--- src/rtl/successive_difference_ctrl.sv ---
// Sequencer around one successive_difference datapath: gathers an N-sample window from a
// serial stream, holds it on the datapath for DP_LATENCY cycles, captures the N results
// and streams them out with valid/ready backpressure.
module successive_difference_ctrl #(
  parameter int unsigned N          = 9,
  parameter int unsigned W          = 8,
  parameter int unsigned DP_LATENCY = 1,
  parameter int unsigned CNT_W      = 16
) (
  input  logic             clk,
  input  logic             rst,
  input  logic [W-1:0]     s_data,
  input  logic             s_valid,
  output logic             s_ready,
  output logic [W-1:0]     m_data,
  output logic             m_valid,
  input  logic             m_ready,
  output logic             m_last,
  output logic [N*W-1:0]   dp_in,
  input  logic [N*W-1:0]   dp_out,
  output logic             busy,
  output logic [CNT_W-1:0] frame_count
);

  localparam int unsigned IDX_W = (N > 1) ? $clog2(N) : 1;
  localparam int unsigned LAT_W = ($clog2(DP_LATENCY + 1) > 0) ? $clog2(DP_LATENCY + 1) : 1;

  typedef enum logic [1:0] {StLoad, StWait, StDrain} state_e;

  state_e             state_q, state_d;
  logic [IDX_W-1:0]   idx_q, idx_d;
  logic [LAT_W-1:0]   lat_q, lat_d;
  logic [N*W-1:0]     win_q, win_d;
  logic [N*W-1:0]     res_q, res_d;
  logic [CNT_W-1:0]   fc_q, fc_d;

  logic idx_at_end;
  assign idx_at_end = (idx_q == IDX_W'(N - 1));

  // Next-state: window fill, latency wait, result drain.
  always_comb begin
    state_d = state_q;
    idx_d   = idx_q;
    lat_d   = lat_q;
    win_d   = win_q;
    res_d   = res_q;
    fc_d    = fc_q;
    unique case (state_q)
      StLoad: begin
        // s_ready is constantly high here, so s_valid alone is an accept.
        if (s_valid) begin
          win_d[W*int'(idx_q) +: W] = s_data;
          if (idx_at_end) begin
            state_d = StWait;
            idx_d   = '0;
            lat_d   = '0;
          end else begin
            idx_d = idx_q + 1'b1;
          end
        end
      end
      StWait: begin
        lat_d = lat_q + 1'b1;
        if (lat_q == LAT_W'(DP_LATENCY - 1)) begin
          res_d   = dp_out;
          state_d = StDrain;
        end
      end
      StDrain: begin
        if (m_ready) begin
          if (idx_at_end) begin
            idx_d   = '0;
            fc_d    = fc_q + 1'b1;
            state_d = StLoad;
          end else begin
            idx_d = idx_q + 1'b1;
          end
        end
      end
      default: state_d = StLoad;
    endcase
  end

  // State registers with synchronous reset.
  always_ff @(posedge clk) begin
    if (rst) begin
      state_q <= StLoad;
      idx_q   <= '0;
      lat_q   <= '0;
      win_q   <= '0;
      res_q   <= '0;
      fc_q    <= '0;
    end else begin
      state_q <= state_d;
      idx_q   <= idx_d;
      lat_q   <= lat_d;
      win_q   <= win_d;
      res_q   <= res_d;
      fc_q    <= fc_d;
    end
  end

  // Outputs decoded purely from registers; no path from s_valid or m_ready.
  always_comb begin
    s_ready     = (state_q == StLoad);
    busy        = (state_q != StLoad);
    m_valid     = (state_q == StDrain);
    m_last      = m_valid && idx_at_end;
    m_data      = m_valid ? res_q[W*int'(idx_q) +: W] : '0;
    dp_in       = win_q;
    frame_count = fc_q;
  end

endmodule

--- config.mk ---
export PLATFORM = sky130hd
export DESIGN_NAME = successive_difference_ctrl
export DESIGN_NICKNAME = d
export VERILOG_FILES = /design/src/rtl/successive_difference_ctrl.sv
export SDC_FILE = /design/constraint.sdc
export NUM_CORES = 1
export LEC_CHECK = 0
export CAP_MARGIN = 20
export CELL_PAD_IN_SITES_DETAIL_PLACEMENT = 0
export CELL_PAD_IN_SITES_GLOBAL_PLACEMENT = 2
export CORE_MARGIN = 2
export CORE_UTILIZATION = 30
export CTS_CLUSTER_DIAMETER = 60
export CTS_CLUSTER_SIZE = 8
export DETAILED_ROUTE_END_ITERATION = 16
export GPL_ROUTABILITY_DRIVEN = 0
export PLACE_DENSITY = 0.81
export SLEW_MARGIN = 10
export SYNTH_ARGS = -nofsm -noshare
export SYNTH_HDL_FRONTEND = slang
export SYNTH_SLANG_ARGS = --single-unit
--- constraint.sdc ---
create_clock -name clk -period 7.05 [get_ports clk]
set_clock_uncertainty 0.05 [all_clocks]
set_input_delay 1.41 -clock clk [delete_from_list [all_inputs] [get_ports clk]]
set_output_delay 1.41 -clock clk [all_outputs]
set_load 0.01 [all_outputs]
After elaboration in Yosys (flattened, before gate mapping)

Cells that the tools add are included.

Flip-flop bits (word level): 167
Output and inout port bits: 100
Input bits: 84
Logic and storage cells: 48

Eq/ne operators: 8
Shifts and indexed selects: 3
Reduce and logical (&&, ||, !) cells: 11
Add/subtract/negate cells: 4
Bitwise logic cells: 1
Muxes and demuxes: 15

Operator list:

| kind                    | count |
|---|---|
| $bwmux 72               | 1 |
| $shift 8x34->72 const A | 1 |
| $shiftx 72x8->8         | 1 |
| $shiftx 8x34->72        | 1 |
| $neg 7->34              | 1 |
| $add 16x1->16 const B   | 1 |
| $mux 4                  | 3 |
| $mux 2                  | 5 |
| $reduce_and 3->1        | 3 |
| $mux 8                  | 1 |
| $pmux 4 s2              | 1 |
| $ne 2x1->1 const B      | 3 |
| $pmux 2 s3              | 1 |
| $reduce_bool 2->1       | 3 |
| $reduce_and 5->1        | 1 |
| $add 4x1->4 const B     | 1 |
| $eq 4x4->1 const B      | 1 |
| $ne 2x2->1 const B      | 2 |
| $reduce_and 2->1        | 2 |
| $eq 2x1->1 const B      | 1 |
| $eq 2x2->1 const B      | 1 |
| $logic_not 2->1         | 1 |
| $mux 1                  | 2 |
| $pmux 1 s2              | 1 |
| other kinds (3)         | 3 |

Logic depth before layout (Yosys ltp)

Depth after elaboration: 4
Depth in mapped cells: 11

Worst setup path before layout

Ideal clock, no wire load.

Path kind: register -> output
From: register idx_q[0]
To: output m_data[0]
Path slack: 4006 ps
Arrival time: 1584 ps
Buffers on the path: 2
Cell stages (with the launch flop): 6
Cell sequence: dfxtp_1 clkbuf_1 buf_2 mux4_2 o211ai_1 nand2_1

Longest elaborated chain between the ends: 2

Ends and longest elaborated chain:

| item                   | RTL line | text |
|---|---|---|
| from (decl)            | 31       | `logic [IDX_W-1:0] idx_q, idx_d;` |
| from (signal assigned) | 95       | `idx_q <= idx_d;` |
| $shiftx 72x8->8        | 109      | `m_data = m_valid ? res_q[W*int'(idx_q) +: W] : '0;` |
| $mux 8                 | 109      |  |
| to (decl)              | 15       | `output logic [W-1:0] m_data,` |

No other way between the ends.

Final worst setup path

From: register idx_q[0]
To: output m_data[4]

Same word-level chain as after synthesis.

==> results.py <==
metrics = {
    "detailed_routing": {
        "drtIter0Drc": 381,
        "drt_pass1_iterations": 4,
        "route.final.wire_length_mm": 22.8,
        "vias_per_cell": 4.83,
        "vias": 6447,
        "post-route-drc-count": 0,
        "wire_per_inst_um": 17.1,
        "ant_nets": 0,
    },
    "timing": {
        "min_period_over_period_pct": 60.5,
        "finalSetupViolCount": 0,
        "tightest_slew_ns": 1.06,
        "max_slew_margin_pct": 29.1,
        "finalMaxSlewViolations": 0,
        "holdWs_ns": 0.399,
        "min_period_ns": 4.26,
        "grt_setup_unrepaired": "no",
        "finalHoldViolations": 0,
        "fmax_ghz": 0.235,
        "tns_ns": 0,
    },
    "clocking": {
        "post_cts_buffers": 0,
        "clock_latency_ns": 0.43,
        "cts_root_buffer": "clkbuf_16",
        "cts_made_buffers": 17,
        "cts_sinks": 167,
        "clock_path_buffers": 2,
        "htree_levels": 4,
        "clk_pin_slew_worst_paths_ns": 0.07,
        "cts-resized-gates": 0,
        "holdBufCountCts": 0,
        "cts_tree": "yes",
    },
    "worst_setup_path": {
        "worstSetupStartpointType": "flop",
        "crit_path_max_incr_delay_ns": 0.97,
        "worstSetupEndpointType": "output port",
        "crit_family": "flip-flops",
        "arrival_ns": 2.80,
        "slowest_stage": "dfxtp_2",
        "crit_fanout": 36,
        "path_buf_inv": 1,
        "rrSetupSlack_ns": 3.62,
        "path_cells": "mux4_2 -> o211ai_1 -> nand2_1 -> clkdlybuf4s50_1",
        "required_ns": 5.59,
        "path_class": "flop to output port",
    },
    "synth": {
        "yosysWarnings": 0,
        "synth_top_area_share_pct": 46.9,
        "synth_area_leader_cell": "dfxtp_1",
        "ys_types": 49,
        "yosysSeqAreaShare_pct": 46.9,
        "ys_async_sr_fraction_pct": 0,
        "synth_edf_count": 0,
        "netlist_area_mm2": 0.00713,
        "synth_area_leaders": "dfxtp_1, nand2_1, a21oi_1, nand3_1, mux4_2",
        "syn_nets": 955,
        "synthFlopType": "dfxtp_1",
        "syn_inst": 864,
        "ys_ff_latch": 167,
        "syn_avg_cell_area_um2": 8.25,
    },
    "finish": {
        "layout.nets": 1094,
        "drive_gt1_share_pct": 7.49,
        "fillers": 2427,
        "area.growth.synth_to_final_pct": 35.9,
        "antenna_cells": 0,
        "seq_area_mm2": 0.00334,
        "multiInputGateArea_mm2": 0.00347,
    },
    "power_and_ir_drop": {
        "power.switching_uw": 504,
        "p_int_mw": 1.52,
        "p_clk_share_pct": 45.7,
        "ir_worst_vdd_uv": 119,
        "combPwrFrac_pct": 6.8,
        "power_frac_seq_pct": 47.5,
        "p_leak_nw": 3.21,
        "power.density_mw_per_mm2": 209,
        "p_sw_share_pct": 24.9,
    },
    "hold_path": {
        "min_path_type": "flop to flop",
    },
    "global_route": {
        "grt_pass1_vias": 6083,
        "grt_use_total_pct": 18.3,
        "grt_overflow": 0,
        "grt_first_pass_wirelength_mm": 34.7,
        "grt_max_degree": 74,
        "antenna_found_initial": 1,
    },
    "floorplan": {
        "core_mm2": 0.0234,
        "die_w_um": 158,
        "io_pins": 184,
        "die_y_um": 158,
        "die_area_mm2": 0.0250,
        "row_count": 56,
        "start_util_pct": 30.5,
    },
    "run": {
        "cap_viol_max_count": 0,
    },
    "placement": {
        "hpwl_mm": 16.3,
        "port_buffers": 183,
    },
    "run_status": {
        "status": "finished clean",
    },
}
worst register-to-register path: cells and delay by family, from the launching register on:
kind	cells	cell delay, ns
AOI/OAI and AO/OA	2	0.69
xor gates and xnor gates	1	0.77
adders and majority gates	1	0.38
buffers and inverters	1	0.21
DFF	1	0.97
and+or+nand+nor	1	0.21
cell type report:
cell class | instances | area share [%]
Multi-Input combinational cell | 620 | 35.8
Sequential cell | 167 | 34.5
Timing Repair Buffer | 188 | 19.3
Clock buffer | 18 | 4.53
Tap cell | 319 | 4.12
Clock inverter | 13 | 1.42
Inverter | 9 | 0.349
worst paths after layout:
path | from | endpoint | cells past startpoint
setup / recovery | idx_q[0] | m_data[4] | 4
hold / removal | dp_in[68] | dp_in[68] | 2
setup reg to reg | idx_q[0] | dp_in[38] | 6
hold reg to reg | dp_in[68] | dp_in[68] | 2
Yosys cell counts (5+ instances only):
master	instances
nand2_1	225
dfxtp_1	167
a21oi_1	140
nand3_1	63
clkbuf_1	46
nor2_1	21
nor3b_1	21
mux2i_1	17
a31o_2	16
buf_2	12
o211ai_1	10
inv_1	9
nor3_1	9
a22oi_1	8
mux4_2	8
xnor2_1	8
ha_1	7
buf_1	6
nand4_1	6
and3_1	5
nor2b_1	5
o21ai_0	5
metal layers:
metal	up-vias	track usage, %	part of all wire, %
li1	3253	-	-
met1	3002	24.5	46
met2	168	29.4	47
met3	22	4.95	6.2
met4	2	4.42	1.2
met5	-	0	0.057
power by group through the flow:
stage                     clock network (mW)  registers, mW  logic, mW
after CTS                              0.950          0.959      0.139
after floorplan                            0          0.970     0.0757
after global routing                   0.984          0.960      0.150
final                                  0.924          0.959      0.138
after global placement                     0          0.981      0.139
after detailed placement                   0          0.981      0.139
cells by family after synthesis:
group	after synthesis	synth area share [%]
muxes	26	5.07
buffers and inverters	77	4.55
adders and majority gates	7	1.23
AOI/OAI and AO/OA	191	15.5
and+or+nand+nor	384	25.3
xor gates and xnor gates	12	1.47
DFF	167	46.9
metrics by stage:
stage	total power [mW]	area (µm²)	utilization, %	cells	worst slack [ns]
2_1_floorplan	1.05	7130	-	864	4.01
3_3_place_gp	1.12	9110	38.9	1303	3.26
3_5_place_dp	1.12	9110	38.9	1303	3.25
4_1_cts	2.05	9690	41.4	1334	2.77
5_1_grt	2.09	9690	41.4	1334	2.59
6_report	2.02	9690	41.4	1334	2.79
registers in the layout, summed over array words and instances, names as in the netlist:
name	count
state_q	2
res_q	72
frame_count	16
dp_in	72
idx_q	4
lat_q	1
cells in the final DEF, fill, tap and decap left out, drive strengths merged, types with 2 or more instances in the layout:
| master | Yosys | routed |
|---|---|---|
| nand2 | 225 | 225 |
| clkdlybuf4s50 | 0 | 182 |
| dfxtp | 167 | 167 |
| a21oi | 140 | 140 |
| nand3 | 63 | 63 |
| nor2 | 21 | 21 |
| nor3b | 21 | 21 |
| clkbuf | 47 | 18 |
| mux2i | 17 | 17 |
| a31o | 16 | 16 |
| inv | 9 | 16 |
| o211ai | 10 | 10 |
| nor3 | 9 | 9 |
| mux4 | 8 | 8 |
| a22oi | 8 | 8 |
| xnor2 | 8 | 8 |
| ha | 7 | 7 |
| nand4 | 6 | 6 |
| buf | 21 | 6 |
| or3 | 6 | 6 |
| nor2b | 5 | 5 |
| and3 | 5 | 5 |
| o21ai | 5 | 5 |
| xor2 | 4 | 4 |
| o211a | 4 | 4 |
| or2 | 3 | 3 |
| and4 | 3 | 3 |
| o31ai | 3 | 3 |
| or4 | 3 | 3 |
| clkinv | 0 | 3 |
| nand3b | 3 | 3 |
| nor4b | 3 | 3 |
| and2 | 2 | 2 |
| and4bb | 2 | 2 |
| nor4 | 2 | 2 |
| clkinvlp | 0 | 2 |
Note: power is estimated with default switching activity, not from simulation.
